File: src/rtl/alu_regfile_stepper.sv
// Single-clock ALU + register file. Each rising edge of `step` runs one
// read -> execute -> writeback sequence through a four-state FSM.
module alu_regfile_stepper #(
   parameter int XLEN = 32,
   parameter int NREG = 32,
   parameter int AW   = $clog2(NREG)
) (
   input  logic            clk,
   input  logic            rst_n,
   input  logic            step,
   input  logic [AW-1:0]   r_addr_a,
   input  logic [AW-1:0]   r_addr_b,
   input  logic [AW-1:0]   w_addr,
   input  logic [3:0]      alu_op,
   input  logic            w_en,
   input  logic            mode,
   input  logic [XLEN-1:0] imm,
   output logic [XLEN-1:0] res,
   output logic [3:0]      flags,
   output logic            busy,
   output logic            done
);

   localparam int SHW = $clog2(XLEN);

   typedef enum logic [1:0] {IDLE, READ, EXEC, WB} state_t;

   state_t          state;
   logic            step_q;
   logic [AW-1:0]   a_q, b_q, w_q;
   logic [3:0]      op_q;
   logic            wen_q, mode_q;
   logic [XLEN-1:0] imm_q, opa, opb;
   logic [XLEN-1:0] regs [NREG];

   logic [XLEN-1:0] alu_res;
   logic            alu_c, alu_v;
   logic [XLEN:0]   sum, diff;

   // NOTE: every output of this block gets a default first, so no path can
   // leave a value unassigned and infer a latch.
   always_comb begin
      sum     = {1'b0, opa} + {1'b0, opb};
      diff    = {1'b0, opa} - {1'b0, opb};
      alu_res = '0;
      alu_c   = 1'b0;
      alu_v   = 1'b0;
      if (mode_q) begin
         alu_res = imm_q;
      end else begin
         case (op_q)
            4'd0: begin
               alu_res = sum[XLEN-1:0];
               alu_c   = sum[XLEN];
               alu_v   = (opa[XLEN-1] == opb[XLEN-1]) && (sum[XLEN-1] != opa[XLEN-1]);
            end
            4'd1: begin
               // The extra top bit of the widened difference is the borrow.
               alu_res = diff[XLEN-1:0];
               alu_c   = diff[XLEN];
               alu_v   = (opa[XLEN-1] != opb[XLEN-1]) && (diff[XLEN-1] != opa[XLEN-1]);
            end
            4'd2:    alu_res = opa & opb;
            4'd3:    alu_res = opa | opb;
            4'd4:    alu_res = opa ^ opb;
            4'd5:    alu_res = opa << opb[SHW-1:0];
            4'd6:    alu_res = opa >> opb[SHW-1:0];
            4'd7:    alu_res = $signed(opa) >>> opb[SHW-1:0];
            4'd8:    alu_res = {{(XLEN-1){1'b0}}, ($signed(opa) < $signed(opb))};
            4'd9:    alu_res = {{(XLEN-1){1'b0}}, (opa < opb)};
            4'd10:   alu_res = opa;
            4'd11:   alu_res = ~(opa | opb);
            default: alu_res = '0;
         endcase
      end
   end

   // NOTE: sequential state uses non-blocking assignments only, so every
   // register samples the pre-edge values regardless of statement order.
   always_ff @(posedge clk or negedge rst_n) begin
      if (!rst_n) begin
         state  <= IDLE;
         step_q <= 1'b0;
         a_q    <= '0;
         b_q    <= '0;
         w_q    <= '0;
         op_q   <= '0;
         wen_q  <= 1'b0;
         mode_q <= 1'b0;
         imm_q  <= '0;
         opa    <= '0;
         opb    <= '0;
         res    <= '0;
         flags  <= '0;
         busy   <= 1'b0;
         done   <= 1'b0;
         // NOTE: the register file is reset too, because a cleared file is part
         // of the visible reset state; this keeps it in flops, not RAM.
         for (int i = 0; i < NREG; i++) regs[i] <= '0;
      end else begin
         step_q <= step;
         case (state)
            IDLE: begin
               if (step && !step_q) begin
                  a_q    <= r_addr_a;
                  b_q    <= r_addr_b;
                  w_q    <= w_addr;
                  op_q   <= alu_op;
                  wen_q  <= w_en;
                  mode_q <= mode;
                  imm_q  <= imm;
                  busy   <= 1'b1;
                  state  <= READ;
               end
            end
            READ: begin
               opa   <= (a_q == '0) ? '0 : regs[a_q];
               opb   <= (b_q == '0) ? '0 : regs[b_q];
               state <= EXEC;
            end
            EXEC: begin
               res   <= alu_res;
               flags <= {(alu_res == '0), alu_res[XLEN-1], alu_c, alu_v};
               done  <= 1'b1;
               state <= WB;
            end
            WB: begin
               if (wen_q && (w_q != '0)) regs[w_q] <= res;
               done  <= 1'b0;
               busy  <= 1'b0;
               state <= IDLE;
            end
            default: state <= IDLE;
         endcase
      end
   end

endmodule

File: config.mk
export PLATFORM = sky130hd
export DESIGN_NAME = alu_regfile_stepper
export DESIGN_NICKNAME = d
export VERILOG_FILES = /design/src/rtl/alu_regfile_stepper.sv
export SDC_FILE = /design/constraint.sdc
export NUM_CORES = 2
export LEC_CHECK = 0
export ABC_AREA = 1
export BUFFER_PORTS_ARGS = -buffer_cell sky130_fd_sc_hd__buf_2
export CAP_MARGIN = 20
export CORE_MARGIN = 10
export CORE_UTILIZATION = 25
export DETAILED_ROUTE_END_ITERATION = 12
export HOLD_SLACK_MARGIN = 0.02
export PLACE_DENSITY = 0.42
export SETUP_SLACK_MARGIN = 0.3
export SLEW_MARGIN = 5
export SYNTH_ARGS = -nofsm -noshare
export SYNTH_HDL_FRONTEND = slang
export SYNTH_SLANG_ARGS = --single-unit
File: constraint.sdc
create_clock -name clk -period 3.95 [get_ports clk]
set_clock_uncertainty 0.05 [all_clocks]
set_input_delay 0 -clock clk [delete_from_list [all_inputs] [get_ports clk]]
set_output_delay 0 -clock clk [all_outputs]
set_load 0.02 [all_outputs]
==> metrics <==
Synth Warn #=0; unrepaired setup endpoints after global routing=false; slowest CP cell=nand2_2; worst min path class=in -> reg; share of power burned in registers=25.4%; CTS tree=yes; synthesis-to-layout area growth=16.59%; Longest Clk Path Bufs=4; CTS Sinks=1181; setup TNS=0 ns; layout cell share with drive strength beyond 1=8.197%; CP required=4.66 ns; Pre-antenna DRT Iters=6; net switching power=36.75 mW; Combinational Power Share=55.1%; Startpoint Class=flip-flop; clock slew at the register clock pins of the worst setup and hold paths=0.06 ns; WS Path Type=reg -> reg; Placer Congestion=0.9827; CP Capture Type=flip-flop; initial DRC count=8252; Worst-Skew Late Latency=0.85 ns; largest net degree at the start of global routing=131; final-report setup violation count=0; Gate Count Post-Synth=10130; Core ar.=282500 sq um; I/O pins=94; Pint=34.63 mW; final worst-path cycle share=91.57%; sequential area share after synthesis=41.63%; Setup crit start=op_q[2]$_DFFE_PN0P_; cell area after layout=82770 sq um; setup slack at placement=0.4494 ns; worst hold start=r_addr_b[4]; drt wl/cell=25.08 um; Layout Cells excl Fill=13850; DRT Wirelength=347300 um; Synth Area per Inst=7.006 sq um; vias in the first global route=69710; Fmax=0.2765 GHz; CTS root buf=clkbuf_16; PwrDens=862.5 nW/um^2; Post-DRT Antenna Nets=0; fin. max-slew vios=0; antenna violations before repair=17; H-tree levels=4; hpwl dp=229500 um; Port Buffers=93; ys flop type=dfrtp_1; vias after detailed routing=73170; VDD IR-drop max=0.5500 mV; Netlist cell types=48; Most Frequent Cell on Critical Path=buf_4; CTS buffer count=152; first-pass GRT wire length=502200 um; Synth Net Count=10300; worst r2r src=op_q[2]$_DFFE_PN0P_; critical-path cell list=inv_2 -> nor2_2 -> buf_4 -> nand2_2 -> buf_4 -> o211ai_1 -> nor3_1 -> buf_4 -> nand3_1 -> nor2_1 -> buf_4 -> nand3_1 -> a21boi_1 -> nand2_1 -> nor2_1 -> nand3_1 -> o21ai_1; area of the die=305700 sq um; gr usage total=21.69%; worst-margin pin slew=1.123 ns; postcts setup bufs=0; FFs w/ async S/R, synth=100.0%; Synth Register Bits=1181; Die W=552.9 um; total grt overflow=0; Crit Path Max Fanout=12; Net Sw Frac=51.48%; Post-Place Cells=13480; DRC=0; CP arrival=4.33 ns; leakage power=35.56 nW; status=finished, final reports clean; worst setup margin=0.3330 ns; Die Ht=552.9 um; Post-Synthesis Cell Area=70990 sq um; vias per cell=5.283; Max Cap Viol=0; Post-synth EDFFs=0; clock network fraction of total power=19.6%; Fin. Hold Viols=0; Slew Limit Headroom=24.32%; row count=195; Critical Path Max Stage Delay=0.44 ns; nets@finish=10170; placed cell areas=76670 sq um; Initial Utilization=25.13%; Final min period=3.617 ns
worst max-delay path, delay by kind of cell (launching register included):
| kind | cells | cell delay (ns) |
|---|---|---|
| flops | 1 | 0.43 |
| buf+inv | 5 | 1.02 |
| compound gates | 3 | 0.43 |
| simple gates | 9 | 1.61 |
power groups by stage:
| stage | logic [mW] | clock network (mW) | registers (mW) |
|---|---|---|---|
| 2_1_floorplan | 22.5 | 0 | 17.3 |
| 3_3_place_gp | 38.5 | 0 | 18.2 |
| 3_5_place_dp | 38.4 | 0 | 18.3 |
| 4_1_cts | 38.6 | 14.3 | 18.1 |
| 5_1_grt | 42.5 | 14.8 | 18.5 |
| 6_report | 39.3 | 14.0 | 18.1 |
path summary, 6_finish.rpt:
check,endpoint,slack [ns],cells after the start
setup / recovery,flags[3]$_DFFE_PN0P_,0.33,17
hold / removal,b_q[4]$_DFFE_PN0P_,0.06,4
setup reg to reg,flags[3]$_DFFE_PN0P_,0.33,17
hold reg to reg,regs[1020]$_DFFE_PN0P_,0.32,0
max in group asynchronous,regs[938]$_DFFE_PN0P_,2.46,5
min in group asynchronous,regs[135]$_DFFE_PN0P_,0.48,4
flip-flops by register name, indices dropped and copies added (netlist names), 5 cells and up:
register / flops
opb: 32
res: 31
opa: 32
regs: 1024
a_q: 5
b_q: 5
imm_q: 32
w_q: 5
cell usage in the layout (no fill, tap or decap), types with 111 or more instances in the layout:
master | Yosys | final
nand3_1 | 503 | 502
ha_1 | 112 | 111
a221oi_1 | 126 | 126
inv_1 | 622 | 616
a21oi_1 | 270 | 269
clkbuf_16 | 0 | 154
o21ai_0 | 2135 | 2134
o22ai_1 | 273 | 273
buf_4 | 12 | 288
nand2_1 | 2836 | 2803
nor2_1 | 787 | 778
dfrtp_1 | 1181 | 1168
layout make-up:
class	instances	area, sq um
clock buffer	216	4407
fill	30770	199800
multi-input combinational	7462	35880
clock inverter	43	444.2
timing repair buffer	563	5326
inverter	636	2420
sequential	1181	29590
antenna	5	12.51
tap	3743	4683
synthesized netlist by cell type, types with 3 or more instances:
| library cell | instances | share of area [%] |
|---|---|---|
| a32o_1 | 62 | 0.87 |
| nand3_1 | 503 | 3.5 |
| dfrtp_1 | 1181 | 42 |
| clkbuf_1 | 657 | 3.5 |
| nor2_2 | 12 | 0.11 |
| nand2_1 | 2836 | 15 |
| nand4_1 | 35 | 0.31 |
| o21ai_1 | 97 | 0.68 |
| mux2_2 | 35 | 0.56 |
| inv_1 | 622 | 3.3 |
| nand2_2 | 5 | 0.044 |
| o211ai_1 | 17 | 0.18 |
| buf_4 | 12 | 0.13 |
| nor3_1 | 20 | 0.14 |
| buf_1 | 32 | 0.17 |
| o22ai_1 | 273 | 2.4 |
| or2_2 | 3 | 0.026 |
| nor4_1 | 3 | 0.026 |
| a21boi_1 | 7 | 0.074 |
| ha_1 | 112 | 2.0 |
| buf_2 | 149 | 1.1 |
| nor4_2 | 4 | 0.070 |
| nor2_1 | 787 | 4.2 |
| a32oi_1 | 64 | 0.79 |
| inv_2 | 11 | 0.058 |
| nand3b_1 | 4 | 0.042 |
| o21bai_1 | 13 | 0.14 |
| a211oi_1 | 7 | 0.074 |
| a21oi_1 | 270 | 1.9 |
| buf_6 | 4 | 0.063 |
| a221oi_1 | 126 | 1.6 |
| and2_1 | 6 | 0.053 |
| o21ai_0 | 2135 | 15 |
| o221ai_1 | 6 | 0.074 |
cells by family (layout without fill, tap and decap cells):
group | after synthesis | after routing | synth area share (%)
muxes | 37 | 37 | 0.5834
other | 0 | 5 | 0
xor gates and xnor gates | 2 | 2 | 0.02468
buffers and inverters | 1490 | 1458 | 8.250
and+or+nand+nor | 4220 | 4220 | 23.55
DFF | 1181 | 1181 | 41.63
adders and majority gates | 114 | 114 | 2.030
AOI/OAI and AO/OA | 3089 | 3089 | 23.94
per-stage QoR:
step | hold WS [ns] | power (mW) | utilization, %
finish | 0.05641 | 71.39 | 29.30
global route | 0.04443 | 75.82 | 29.29
CTS | 0.02899 | 71.02 | 29.22
detailed placement | -0.08304 | 56.69 | 27.14
global placement | -0.08838 | 56.63 | 27.12
floorplan | -0.3456 | 39.84 | -
routing by layer:
| layer | GRT usage (%) | vias to the layer above | part of all wire, % |
|---|---|---|---|
| met5 | 0 | - | 0.0098 |
| met4 | 7.984 | 6 | 4.2 |
| met3 | 2.611 | 629 | 6.4 |
| met2 | 34.13 | 3006 | 44 |
| met1 | 30.43 | 35920 | 45 |
| li1 | - | 33610 | - |
what timing repair did:
| item | CTS | global route |
|---|---|---|
| endpoints found under the setup margin | 0 | 1 |
| hold buffers | 102 | 0 |
| hold endpoints to repair | 1202 | 0 |
| gates resized for setup | 0 | 4 |
(Power assumes the default switching activity.)
